===== config.mk =====
export PLATFORM = sky130hd
export DESIGN_NAME = cpu_dbus_router_flat
export DESIGN_NICKNAME = d
export VERILOG_FILES = /design/src/rtl/cpu_dbus_router_pkg.sv /design/src/rtl/cpu_dbus_router_if.sv /design/src/rtl/cpu_dbus_router_fifo.sv /design/src/rtl/cpu_dbus_router.sv /design/src/flat_wrapper.sv
export SDC_FILE = /design/constraint.sdc
export NUM_CORES = 1
export LEC_CHECK = 0
export BUFFER_PORTS_ARGS = -buffer_cell sky130_fd_sc_hd__buf_2
export CAP_MARGIN = 15
export CORE_MARGIN = 2
export CORE_UTILIZATION = 45
export DETAILED_ROUTE_END_ITERATION = 7
export HOLD_SLACK_MARGIN = 0.06
export PLACE_DENSITY = 0.77
export SLEW_MARGIN = 40
export SYNTH_ARGS = -nofsm -noshare
export SYNTH_HDL_FRONTEND = slang
export SYNTH_SLANG_ARGS = --single-unit

===== constraint.sdc =====
create_clock -name clock -period 5.3 [get_ports clock]
set_input_delay 0.53 -clock clock [delete_from_list [all_inputs] [get_ports clock]]
set_output_delay 0.53 -clock clock [all_outputs]
set_load 0.005 [all_outputs]

===== src/rtl/cpu_dbus_router_pkg.sv =====
// Shared types and default address-map constants for the CPU data-bus router.
package cpu_bus_pkg;

    typedef enum logic [1:0] {
        TAG_RAM   = 2'd0,
        TAG_IO    = 2'd1,
        TAG_UNMAP = 2'd2
    } bus_tag_t;

    localparam int          DEF_RAM_AW   = 26;
    localparam logic [3:0]  DEF_IO_HI    = 4'hE;
    localparam int          DEF_MAX_OUT  = 4;
    localparam logic [31:0] DEF_UNMAP_RD = 32'h0000_0000;

endpackage


===== src/rtl/cpu_dbus_router_if.sv =====
// Request/response bus used on the CPU side and on both target ports.
interface cpu_dbus_if;
    logic        request;
    logic [31:0] addr;
    logic        write;
    logic [3:0]  byte_enable;
    logic [31:0] wdata;
    logic [31:0] rdata;
    logic        ack;

    modport master (output request, addr, write, byte_enable, wdata,
                    input  rdata, ack);
    modport slave  (input  request, addr, write, byte_enable, wdata,
                    output rdata, ack);
endinterface


===== src/rtl/cpu_dbus_router_fifo.sv =====
// Synchronous show-ahead FIFO; pointers carry one extra bit to tell full from empty.
module bus_fifo #(
    parameter int WIDTH = 32,
    parameter int DEPTH = 4
) (
    input  logic                   i_clk,
    input  logic                   i_srst,
    input  logic                   i_push,
    input  logic [WIDTH-1:0]       i_din,
    input  logic                   i_pop,
    output logic [WIDTH-1:0]       o_dout,
    output logic                   o_full,
    output logic                   o_empty,
    output logic [$clog2(DEPTH):0] o_count
);
    localparam int AW = $clog2(DEPTH);

    logic [WIDTH-1:0] r_mem [DEPTH];
    logic [AW:0]      r_wr_ptr;
    logic [AW:0]      r_rd_ptr;
    logic             w_do_push;
    logic             w_do_pop;

    // A push into a full FIFO is accepted only when a pop frees a slot in the same cycle.
    assign w_do_pop  = i_pop && !o_empty;
    assign w_do_push = i_push && (!o_full || w_do_pop);

    always_ff @(posedge i_clk) begin
        if (i_srst) begin
            r_wr_ptr <= '0;
            r_rd_ptr <= '0;
        end else begin
            if (w_do_push) r_wr_ptr <= r_wr_ptr + 1'b1;
            if (w_do_pop)  r_rd_ptr <= r_rd_ptr + 1'b1;
        end
    end

    always_ff @(posedge i_clk) begin
        if (w_do_push) r_mem[r_wr_ptr[AW-1:0]] <= i_din;
    end

    assign o_dout  = r_mem[r_rd_ptr[AW-1:0]];
    assign o_count = r_wr_ptr - r_rd_ptr;
    assign o_empty = (r_wr_ptr == r_rd_ptr);
    assign o_full  = (r_wr_ptr[AW] != r_rd_ptr[AW]) &&
                     (r_wr_ptr[AW-1:0] == r_rd_ptr[AW-1:0]);
endmodule


===== src/rtl/cpu_dbus_router.sv =====
// Decodes CPU data requests to RAM / IO / unmapped and returns acks strictly in issue order,
// parking early target responses in per-target buffers.
module cpu_dbus_router
    import cpu_bus_pkg::*;
#(
    parameter int          RAM_AW   = DEF_RAM_AW,
    parameter logic [3:0]  IO_HI    = DEF_IO_HI,
    parameter int          MAX_OUT  = DEF_MAX_OUT,
    parameter logic [31:0] UNMAP_RD = DEF_UNMAP_RD
) (
    input  logic             clock,
    input  logic             reset,
    cpu_dbus_if.slave        cpud,
    cpu_dbus_if.master       ram,
    cpu_dbus_if.master       io,
    output logic             unmapped_error,
    output logic [31:0]      unmapped_addr,
    output logic             protocol_error
);
    localparam int CW = $clog2(MAX_OUT) + 1;
    localparam int NT = 2;

    bus_tag_t         w_in_tag;
    logic             r_req_valid;
    logic [31:0]      r_addr;
    logic             r_write;
    logic [3:0]       r_be;
    logic [31:0]      r_wdata;
    bus_tag_t         r_tag;

    logic             w_oq_push;
    logic             w_oq_pop;
    logic [1:0]       w_oq_dout;
    logic             w_oq_full;
    logic             w_oq_empty;
    logic [CW-1:0]    w_oq_count;
    bus_tag_t         w_head_tag;
    logic             w_head_valid;
    logic             w_retire;
    logic             w_drop;
    logic             w_accept;
    logic [31:0]      w_ret_data;

    logic [NT-1:0]        w_tgt_ack;
    logic [NT-1:0][31:0]  w_tgt_rdata;
    logic [NT-1:0]        w_tgt_sel;
    logic [NT-1:0]        w_tgt_issue;
    logic [NT-1:0]        w_tgt_ready;
    logic [NT-1:0]        w_tgt_stray;
    logic [NT-1:0]        w_tgt_ovf;
    logic [NT-1:0][31:0]  w_tgt_data;

    logic             r_ack;
    logic [31:0]      r_rdata;

    always_comb begin
        w_in_tag = TAG_UNMAP;
        if ((cpud.addr >> RAM_AW) == 32'd0)
            w_in_tag = TAG_RAM;
        else if (cpud.addr[31:28] == IO_HI)
            w_in_tag = TAG_IO;
    end

    always_ff @(posedge clock) begin
        if (reset) begin
            r_req_valid <= 1'b0;
            r_addr      <= '0;
            r_write     <= 1'b0;
            r_be        <= '0;
            r_wdata     <= '0;
            r_tag       <= TAG_RAM;
        end else begin
            r_req_valid <= cpud.request;
            if (cpud.request) begin
                r_addr  <= cpud.addr;
                r_write <= cpud.write;
                r_be    <= cpud.byte_enable;
                r_wdata <= cpud.wdata;
                r_tag   <= w_in_tag;
            end
        end
    end

    bus_fifo #(.WIDTH(2), .DEPTH(MAX_OUT)) u_order (
        .i_clk   (clock),
        .i_srst  (reset),
        .i_push  (w_oq_push),
        .i_din   (r_tag),
        .i_pop   (w_oq_pop),
        .o_dout  (w_oq_dout),
        .o_full  (w_oq_full),
        .o_empty (w_oq_empty),
        .o_count (w_oq_count)
    );

    // With an empty order queue the entry being registered this cycle is the head (fast path).
    assign w_head_tag   = w_oq_empty ? r_tag : bus_tag_t'(w_oq_dout);
    assign w_head_valid = (w_oq_count != '0) || r_req_valid;
    assign w_retire     = w_head_valid &&
                          ((w_head_tag == TAG_UNMAP) || (|(w_tgt_sel & w_tgt_ready)));
    assign w_oq_pop     = w_retire && !w_oq_empty;
    assign w_drop       = r_req_valid && w_oq_full && !w_oq_pop;
    assign w_accept     = r_req_valid && !w_drop;
    assign w_oq_push    = w_accept && !(w_retire && w_oq_empty);

    assign w_tgt_ack      = {io.ack, ram.ack};
    assign w_tgt_rdata[0] = ram.rdata;
    assign w_tgt_rdata[1] = io.rdata;

    genvar gi;
    generate
        for (gi = 0; gi < NT; gi++) begin : g_tgt
            localparam bus_tag_t TGT_TAG = (gi == 0) ? TAG_RAM : TAG_IO;

            logic [CW-1:0] r_out_cnt;
            logic          w_ack_ok;
            logic          w_push;
            logic          w_pop;
            logic          w_full;
            logic          w_empty;
            logic [CW-1:0] w_count;
            logic [31:0]   w_dout;

            assign w_tgt_sel[gi]   = w_head_valid && (w_head_tag == TGT_TAG);
            assign w_tgt_issue[gi] = w_accept && (r_tag == TGT_TAG);
            assign w_ack_ok        = w_tgt_ack[gi] && (r_out_cnt != '0);
            assign w_tgt_stray[gi] = w_tgt_ack[gi] && (r_out_cnt == '0);
            assign w_tgt_ready[gi] = (w_count != '0) || w_ack_ok;
            // An ack arriving while its buffer is empty bypasses straight to the CPU.
            assign w_tgt_data[gi]  = w_empty ? w_tgt_rdata[gi] : w_dout;
            assign w_pop           = w_retire && w_tgt_sel[gi] && !w_empty;
            assign w_push          = w_ack_ok && !(w_retire && w_tgt_sel[gi] && w_empty);
            assign w_tgt_ovf[gi]   = w_push && w_full && !w_pop;

            bus_fifo #(.WIDTH(32), .DEPTH(MAX_OUT)) u_buf (
                .i_clk   (clock),
                .i_srst  (reset),
                .i_push  (w_push),
                .i_din   (w_tgt_rdata[gi]),
                .i_pop   (w_pop),
                .o_dout  (w_dout),
                .o_full  (w_full),
                .o_empty (w_empty),
                .o_count (w_count)
            );

            always_ff @(posedge clock) begin
                if (reset)
                    r_out_cnt <= '0;
                else
                    r_out_cnt <= r_out_cnt + CW'(w_tgt_issue[gi]) - CW'(w_ack_ok);
            end
        end
    endgenerate

    always_comb begin
        w_ret_data = UNMAP_RD;
        if (w_head_tag == TAG_RAM)
            w_ret_data = w_tgt_data[0];
        else if (w_head_tag == TAG_IO)
            w_ret_data = w_tgt_data[1];
    end

    always_ff @(posedge clock) begin
        if (reset) begin
            r_ack          <= 1'b0;
            r_rdata        <= '0;
            unmapped_error <= 1'b0;
            unmapped_addr  <= '0;
            protocol_error <= 1'b0;
        end else begin
            r_ack <= w_retire;
            if (w_retire)
                r_rdata <= w_ret_data;
            if (r_req_valid && (r_tag == TAG_UNMAP)) begin
                unmapped_error <= 1'b1;
                if (!unmapped_error)
                    unmapped_addr <= r_addr;
            end
            if (w_drop || (|w_tgt_stray) || (|w_tgt_ovf))
                protocol_error <= 1'b1;
        end
    end

    assign cpud.ack    = r_ack;
    assign cpud.rdata  = r_rdata;

    assign ram.request     = w_tgt_issue[0];
    assign ram.addr        = r_addr;
    assign ram.write       = r_write;
    assign ram.byte_enable = r_be;
    assign ram.wdata       = r_wdata;

    assign io.request      = w_tgt_issue[1];
    assign io.addr         = r_addr;
    assign io.write        = r_write;
    assign io.byte_enable  = r_be;
    assign io.wdata        = r_wdata;
endmodule


===== src/flat_wrapper.sv =====
// flat-port wrapper written by rule: the top's interface ports become plain ports
module cpu_dbus_router_flat import cpu_bus_pkg::*;
#(
    parameter int          RAM_AW   = DEF_RAM_AW,
    parameter logic [3:0]  IO_HI    = DEF_IO_HI,
    parameter int          MAX_OUT  = DEF_MAX_OUT,
    parameter logic [31:0] UNMAP_RD = DEF_UNMAP_RD
)
  (clock, reset, unmapped_error, unmapped_addr, protocol_error, cpud_request, cpud_addr, cpud_write, cpud_byte_enable, cpud_wdata, cpud_rdata, cpud_ack, ram_request, ram_addr, ram_write, ram_byte_enable, ram_wdata, ram_rdata, ram_ack, io_request, io_addr, io_write, io_byte_enable, io_wdata, io_rdata, io_ack);
  cpu_dbus_if cpud_i ();
  cpu_dbus_if ram_i ();
  cpu_dbus_if io_i ();
  input  logic clock;
  input  logic reset;
  output logic unmapped_error;
  output logic [31:0] unmapped_addr;
  output logic protocol_error;
  input wire logic [$bits(cpud_i.request)-1:0] cpud_request;
  input wire logic [$bits(cpud_i.addr)-1:0] cpud_addr;
  input wire logic [$bits(cpud_i.write)-1:0] cpud_write;
  input wire logic [$bits(cpud_i.byte_enable)-1:0] cpud_byte_enable;
  input wire logic [$bits(cpud_i.wdata)-1:0] cpud_wdata;
  output wire logic [$bits(cpud_i.rdata)-1:0] cpud_rdata;
  output wire logic [$bits(cpud_i.ack)-1:0] cpud_ack;
  output wire logic [$bits(ram_i.request)-1:0] ram_request;
  output wire logic [$bits(ram_i.addr)-1:0] ram_addr;
  output wire logic [$bits(ram_i.write)-1:0] ram_write;
  output wire logic [$bits(ram_i.byte_enable)-1:0] ram_byte_enable;
  output wire logic [$bits(ram_i.wdata)-1:0] ram_wdata;
  input wire logic [$bits(ram_i.rdata)-1:0] ram_rdata;
  input wire logic [$bits(ram_i.ack)-1:0] ram_ack;
  output wire logic [$bits(io_i.request)-1:0] io_request;
  output wire logic [$bits(io_i.addr)-1:0] io_addr;
  output wire logic [$bits(io_i.write)-1:0] io_write;
  output wire logic [$bits(io_i.byte_enable)-1:0] io_byte_enable;
  output wire logic [$bits(io_i.wdata)-1:0] io_wdata;
  input wire logic [$bits(io_i.rdata)-1:0] io_rdata;
  input wire logic [$bits(io_i.ack)-1:0] io_ack;
  assign cpud_i.request = cpud_request;
  assign cpud_i.addr = cpud_addr;
  assign cpud_i.write = cpud_write;
  assign cpud_i.byte_enable = cpud_byte_enable;
  assign cpud_i.wdata = cpud_wdata;
  assign cpud_rdata = cpud_i.rdata;
  assign cpud_ack = cpud_i.ack;
  assign ram_request = ram_i.request;
  assign ram_addr = ram_i.addr;
  assign ram_write = ram_i.write;
  assign ram_byte_enable = ram_i.byte_enable;
  assign ram_wdata = ram_i.wdata;
  assign ram_i.rdata = ram_rdata;
  assign ram_i.ack = ram_ack;
  assign io_request = io_i.request;
  assign io_addr = io_i.addr;
  assign io_write = io_i.write;
  assign io_byte_enable = io_i.byte_enable;
  assign io_wdata = io_i.wdata;
  assign io_i.rdata = io_rdata;
  assign io_i.ack = io_ack;
  cpu_dbus_router #(.RAM_AW(RAM_AW), .IO_HI(IO_HI), .MAX_OUT(MAX_OUT), .UNMAP_RD(UNMAP_RD)) u_core (.clock(clock), .reset(reset), .cpud(cpud_i), .ram(ram_i), .io(io_i), .unmapped_error(unmapped_error), .unmapped_addr(unmapped_addr), .protocol_error(protocol_error));
endmodule

After elaboration in Yosys (flattened, before gate mapping)
Memories as Yosys holds them, arrays and structs flattened. A register that Yosys moved wholly into a read port is not among the register bits.
Index checks and enable logic that the tools add are counted.

storage, ports and cells
  register bits = 163
  bits in writable memories = 264
  bits of input ports = 138
  output and inout bits = 207
  memories = 3

cells by class
  add/subtract/negate cells = 13
  eq/ne operators = 14
  mux-type cells = 19
  bitwise gates (word level) = 2
  reductions and logical operators = 73

memories
  memory                       words  bits a word  read ports  clocked after memory_dff  write ports  RTL line                    source
  u_core.g_tgt[0].u_buf.r_mem  4      32           1           1                         1            cpu_dbus_router_fifo.sv:18  logic [WIDTH-1:0] r_mem [DEPTH];
  u_core.g_tgt[1].u_buf.r_mem  4      32           1           1                         1            cpu_dbus_router_fifo.sv:18
  u_core.u_order.r_mem         4      2            1           1                         1            cpu_dbus_router_fifo.sv:18

operators with widths
  cell                 number
  $mux 32              4
  $logic_and 1x1->1    37
  $logic_not 32->1     1
  $add 3x1->3 const B  6
  $mux 2               9
  $reduce_bool 3->1    5
  $logic_not 1->1      13
  $eq 3x3->1           3
  $logic_or 1x1->1     9
  $sub 3x3->3          3
  $add 3x1->3          2
  $eq 2x2->1           3
  $logic_not 3->1      2
  $mux 1               6
  $reduce_or 2->1      3
  $sub 3x1->3          2
  $eq 2x1->1 const B   2
  $eq 2x2->1 const B   2
  $eq 4x4->1 const B   1
  $logic_not 2->1      2
  $ne 1x1->1           3
  $and 2x2->2          1
  $reduce_and 2->1     1
  $not 1->1            1

Longest topological paths before layout
  word-level depth = 17
  gate-level depth with buffers = 17

By module
From an unflattened synthesis, not the netlist that was laid out.

second synthesis, totals
  cell total of the unflattened synthesis = 1293
  area, all modules = 17951.0 µm²

by module, submodules not included
  module                                instances  cells an instance  area an instance (µm²)  seq. area each (µm²)
  bus_fifo (u_core.g_tgt[0].u_buf ...)  2          222                5116.2                  4003.8
  cpu_dbus_router                       1          784                6912.9                  2902.8
  bus_fifo (u_core.u_order)             1          65                 805.8                   400.4

Worst setup path before layout
No wires, ideal clock.

  path kind = register to register
  start = register u_core.u_order.r_wr_ptr[0]
  end = register u_core.g_tgt[0].u_buf.r_wr_ptr[2]
  setup time = 121 ps
  arrival time = 4644 ps
  data required time = 5179 ps
  setup slack = 535 ps
  stages on the path, launching flop included = 10
  clock period less this slack = 4765 ps
  path through = dfxtp_1 > inv_1 > ha_1 > fa_1 > xnor3_1 > and4_1 > clkbuf_1 > o31ai_1 > nor3b_1 > mux2_2

on the way
  cells in the longest elaborated chain, start to end = 13
  elaborated cells on any way between the ends = 22
  those cells by class = add/sub (1); eq/ne (3); mux (1); bitwise (1); reduce/logical (16)

RTL lines
  what                                                          RTL line                                                source
  start: declaration                                            cpu_dbus_router_fifo.sv:19                              logic [AW:0] r_wr_ptr;
  start signal: assignment                                      cpu_dbus_router_fifo.sv:33                              if (w_do_push) r_wr_ptr <= r_wr_ptr + 1'b1;
  $sub 3x3->3 / $eq 3x3->1 (equally long branches)              cpu_dbus_router_fifo.sv:43, cpu_dbus_router_fifo.sv:44
  $reduce_bool 3->1 / $mux 2 (equally long branches)            cpu_dbus_router.sv:98, cpu_dbus_router.sv:97
  $logic_or 1x1->1, or another cell as far along                cpu_dbus_router.sv:98                                   assign w_head_valid = (w_oq_count != '0) || r_req_valid;
  $logic_and 1x1->1                                             cpu_dbus_router.sv:124                                  assign w_tgt_sel[gi] = w_head_valid && (w_head_tag == TGT_TAG);
  $and 2x2->2                                                   cpu_dbus_router.sv:100                                  ((w_head_tag == TAG_UNMAP) || (|(w_tgt_sel & w_tgt_ready)));
  $reduce_or 2->1                                               cpu_dbus_router.sv:100
  $logic_or 1x1->1                                              cpu_dbus_router.sv:100
  $logic_and 1x1->1                                             cpu_dbus_router.sv:99                                   assign w_retire = w_head_valid &&
  $logic_and 1x1->1 *                                           cpu_dbus_router.sv:131, cpu_dbus_router.sv:132
  $logic_and 1x1->1, on equally long branches                   cpu_dbus_router.sv:132, cpu_dbus_router.sv:131
  $logic_not 1->1 / $logic_and 1x1->1 (equally long branches)   cpu_dbus_router.sv:132, cpu_dbus_router_fifo.sv:25
  $logic_and 1x1->1 / $logic_or 1x1->1 (equally long branches)  cpu_dbus_router.sv:132, cpu_dbus_router_fifo.sv:26
  $logic_and 1x1->1 *                                           cpu_dbus_router_fifo.sv:26                              assign w_do_push = i_push && (!o_full || w_do_pop);
  end signal: assignment                                        cpu_dbus_router_fifo.sv:33
  end: declaration                                              cpu_dbus_router_fifo.sv:19

Every way passes the cells marked *; elsewhere a longest branch is shown, timed or not.
A chain may end at the register's enable or synchronous reset.

Final worst setup path
  start = register u_core.u_order.r_wr_ptr[0]
  end = register u_core.g_tgt[0].r_out_cnt[2]

on the way
  cells in the longest elaborated chain, start to end = 16
  elaborated cells on any way between the ends = 26
  those cells by class = add/sub (3); eq/ne (4); mux (1); bitwise (1); reduce/logical (17)

RTL lines
  what                                                RTL line                                                source
  $sub 3x3->3 / $eq 3x3->1 (equally long branches)    cpu_dbus_router_fifo.sv:43, cpu_dbus_router_fifo.sv:44
  $reduce_bool 3->1 / $mux 2 (equally long branches)  cpu_dbus_router.sv:98, cpu_dbus_router.sv:97
  $logic_or 1x1->1, or another cell as far along      cpu_dbus_router.sv:98
  $logic_and 1x1->1                                   cpu_dbus_router.sv:124
  $and 2x2->2                                         cpu_dbus_router.sv:100
  $reduce_or 2->1                                     cpu_dbus_router.sv:100
  $logic_or 1x1->1                                    cpu_dbus_router.sv:100
  $logic_and 1x1->1                                   cpu_dbus_router.sv:99
  $logic_and 1x1->1                                   cpu_dbus_router.sv:101                                  assign w_oq_pop = w_retire && !w_oq_empty;
  $logic_not 1->1                                     cpu_dbus_router.sv:102                                  assign w_drop = r_req_valid && w_oq_full && !w_oq_pop;
  $logic_and 1x1->1 *                                 cpu_dbus_router.sv:102
  $logic_not 1->1 *                                   cpu_dbus_router.sv:103                                  assign w_accept = r_req_valid && !w_drop;
  $logic_and 1x1->1 *                                 cpu_dbus_router.sv:103
  $logic_and 1x1->1 *                                 cpu_dbus_router.sv:125                                  assign w_tgt_issue[gi] = w_accept && (r_tag == TGT_TAG);
  $add 3x1->3 *                                       cpu_dbus_router.sv:151                                  r_out_cnt <= r_out_cnt + CW'(w_tgt_issue[gi]) - CW'(w_ack_ok);
  $sub 3x1->3 *                                       cpu_dbus_router.sv:151
  end signal: assignment                              cpu_dbus_router.sv:151
  end: declaration                                    cpu_dbus_router.sv:115                                  logic [CW-1:0] r_out_cnt;

Marked as above.

==> flow_metrics.py <==
metrics = {
    "outcome": {
        "status": "finished, final reports clean",
    },
    "die": {
        "start_util": 0.454,
        "design.core.area_um2": 39500,
        "io_pins": 345,
        "fp.dieW_um": 204,
        "die_area_um2": 41500,
        "row_count": 73,
        "die_h_um": 204,
    },
    "sta": {
        "period_needed_ps": 3950,
        "whs_ps": 198,
        "period_share": 0.745,
        "finalHoldViolCount": 0,
        "timing.slew.headroom": 0.449,
        "tightest_slew_ps": 826,
        "timing.fmax_mhz": 253,
        "finalClockSkew_ps": 13.7,
        "setup_viol": 0,
        "setup_tns_ps": 0,
        "rsz0062_at_grt": "no",
        "setup_ws_ps": 1350,
        "maxSlewViolCount": 0,
    },
    "synth": {
        "netlist_area_um2": 18000,
        "synth_seq_cells": 433,
        "syn-num-nets": 1444,
        "syn_inst": 1278,
        "synth-edff-count": 264,
        "synth_ff_type": "edfxtp_1",
        "yosysWarnings": 0,
        "avgSynthCellArea_um2": 14.0,
        "seq_area_frac_synth": 0.630,
        "ys_types": 55,
        "synthArstFlopShare": 0,
    },
    "grt": {
        "grt-ovfl-total": 0,
        "grt.total_usage": 0.196,
        "grt_antenna_before_repair": 8,
        "grt_max_degree": 132,
        "grt_pass1_wl_um": 62900,
        "grt_pass1_vias": 11000,
    },
    "clock_network": {
        "cts_resized": 0,
        "htreeDepth": 2,
        "clkSinkCount": 433,
        "clockBufferDepth": 3,
        "clkSlewWorstSetupHoldPaths_ps": 60,
        "cts_buffers": 44,
        "tritoncts": "built",
        "ctsRootBufferMaster": "clkbuf_16",
        "clk_latency_ps": 560,
        "cts_setup_buffers": 0,
        "hold_buffers": 0,
    },
    "layout": {
        "nNetsFinal": 1707,
        "area_growth_pct": 18.1,
        "drive_gt1_frac": 0.331,
        "finalInstanceArea_um2": 21200,
        "layout_common_cells": "buf_2, edfxtp_1, dfxtp_1",
        "mostFrequentLayoutCell": "buf_2",
        "instances_no_fill": 2103,
    },
    "place": {
        "dp.cells": 2020,
        "portBuffers": 344,
        "pre_cts_ws_ps": 1410,
        "dp_hpwl_um": 28000,
        "place_congestion": 0.860,
        "dpl_cell_area_um2": 19700,
    },
    "route": {
        "routedWlPerCell_um": 19.8,
        "num_vias": 11300,
        "viasPerCell": 5.37,
        "ant_nets": 0,
        "dr.pass1.iters": 5,
        "drc": 0,
        "wirelength_um": 41700,
        "first_iter_violations": 1075,
    },
    "run": {
        "maxCapViolations": 0,
    },
    "power_and_ir_drop": {
        "ir_worst_vdd_uv": 279,
        "cellLeakagePower_nw": 8.57,
        "power_density_nw_per_um2": 447,
    },
    "worst_setup_path": {
        "crit_fanout": 6,
        "worstPathRequired_ps": 5710,
        "critPathKind": "register to register",
        "cp_data_arrival_time_ps": 4350,
        "cp-end-kind": "register",
        "cp-start-kind": "register",
    },
    "hold_path": {
        "min_path_type": "input port to register",
    },
}
==> final timing paths <==
| check | startpoint | to | slack, ps | cells after the start |
|---|---|---|---|---|
| worst min-delay path | io_rdata[11] | u_core.g_tgt[1].u_buf.r_mem[0][11] | 200 | 1 |
| worst max-delay path | u_core.u_order.r_wr_ptr[0] | u_core.g_tgt[0].r_out_cnt[2] | 1350 | 16 |
| worst max register to register | u_core.u_order.r_wr_ptr[0] | u_core.g_tgt[0].r_out_cnt[2] | 1350 | 16 |
| worst min register to register | u_core.unmapped_addr[15] | u_core.unmapped_addr[15] | 450 | 2 |
==> sequential cells by signal, summed over array words and instances, names as in the netlist, 2 cells and up, named ones only <==
| signal | count |
|---|---|
| u_core.io.byte_enable | 4 |
| u_core.g_tgt.u_buf.r_rd_ptr | 6 |
| u_core.u_order.r_rd_ptr | 3 |
| u_core.io.wdata | 32 |
| u_core.cpud.rdata | 32 |
| u_core.g_tgt.r_out_cnt | 6 |
| u_core.u_order.r_mem | 8 |
| u_core.unmapped_addr | 32 |
| u_core.g_tgt.u_buf.r_mem | 256 |
| u_core.io.addr | 32 |
| u_core.u_order.r_wr_ptr | 3 |
| u_core.g_tgt.u_buf.r_wr_ptr | 6 |
| u_core.r_tag | 2 |
==> metrics by stage <==
step,utilization,total power [mW]
3_5_place_dp,0.498,6.36
5_1_grt,0.536,9.88
3_3_place_gp,0.498,6.28
6_report,0.536,9.47
4_1_cts,0.536,9.54
2_1_floorplan,-,5.65
==> metal layers <==
| layer | track usage | wire length, um | vias to the layer above |
|---|---|---|---|
| met5 | 0 | 57 | - |
| met4 | 0.0777 | 1340 | 10 |
| met1 | 0.272 | 17700 | 5670 |
| met2 | 0.307 | 19900 | 361 |
| li1 | - | - | 5164 |
| met3 | 0.0364 | 2630 | 85 |
==> kinds of logic (layout without fill, tap and decap cells) <==
group	Yosys count	count (layout)	synth area share
AOI/OAI and AO/OA	162	162	0.0631
xor gates and xnor gates	15	15	0.00808
adders and majority gates	28	28	0.0208
buffers and inverters	198	495	0.0571
DFF	433	433	0.630
muxes	210	210	0.164
other	0	3	0
and+or+nand+nor	232	232	0.0573
==> Yosys cell counts, drive strengths merged, types with 3 or more instances <==
cell type  number  share of area
mux4           66          0.083
edfxtp        264           0.44
nand4           3         0.0010
a21oi          40          0.011
mux2            5         0.0033
inv            53          0.011
o31ai           4         0.0017
fa              3         0.0033
dfxtp         169           0.19
nand2b         11         0.0038
xor2            7         0.0034
buf            91          0.035
xnor2           7         0.0034
o21ai           4         0.0011
nand3           4         0.0011
clkbuf         54          0.011
mux2i         139          0.077
and2            9         0.0031
nor2b          10         0.0035
a211oi         70          0.031
or2             3         0.0010
nand2          73          0.015
nor3            5         0.0014
ha             25          0.017
nor2          101          0.021
o22ai          34          0.012
==> final cells by class <==
| cell class | instances | area, um2 |
|---|---|---|
| clock buffer | 61 | 1290 |
| clock inverter | 19 | 213 |
| antenna | 3 | 7.51 |
| timing repair buffer | 362 | 1870 |
| tap | 525 | 657 |
| sequential | 433 | 11300 |
| inverter | 53 | 199 |
| multi-input combinational | 647 | 5650 |
| fill | 3249 | 18300 |
==> power by group <==
part	leakage, nW	total, mW	switching (mW)	internal (mW)
clock	0.738	3.16	1.26	1.90
sequential	3.78	4.20	0.202	4.00
combinational	4.05	2.12	1.25	0.867
==> critical path: stages (launching register included) <==
cell and delay, ps:
dfxtp_1 370, inv_1 120, ha_1 340, nand2_1 140, or2_1 340, o22ai_1 460
a2111oi_4 200, nand2b_1 200, or3_1 330, ha_1 300, inv_1 60, ha_1 130
inv_1 50, fa_1 410, xor2_1 180, xnor2_1 140, nor2_1 50
(Power assumes the default switching activity.)
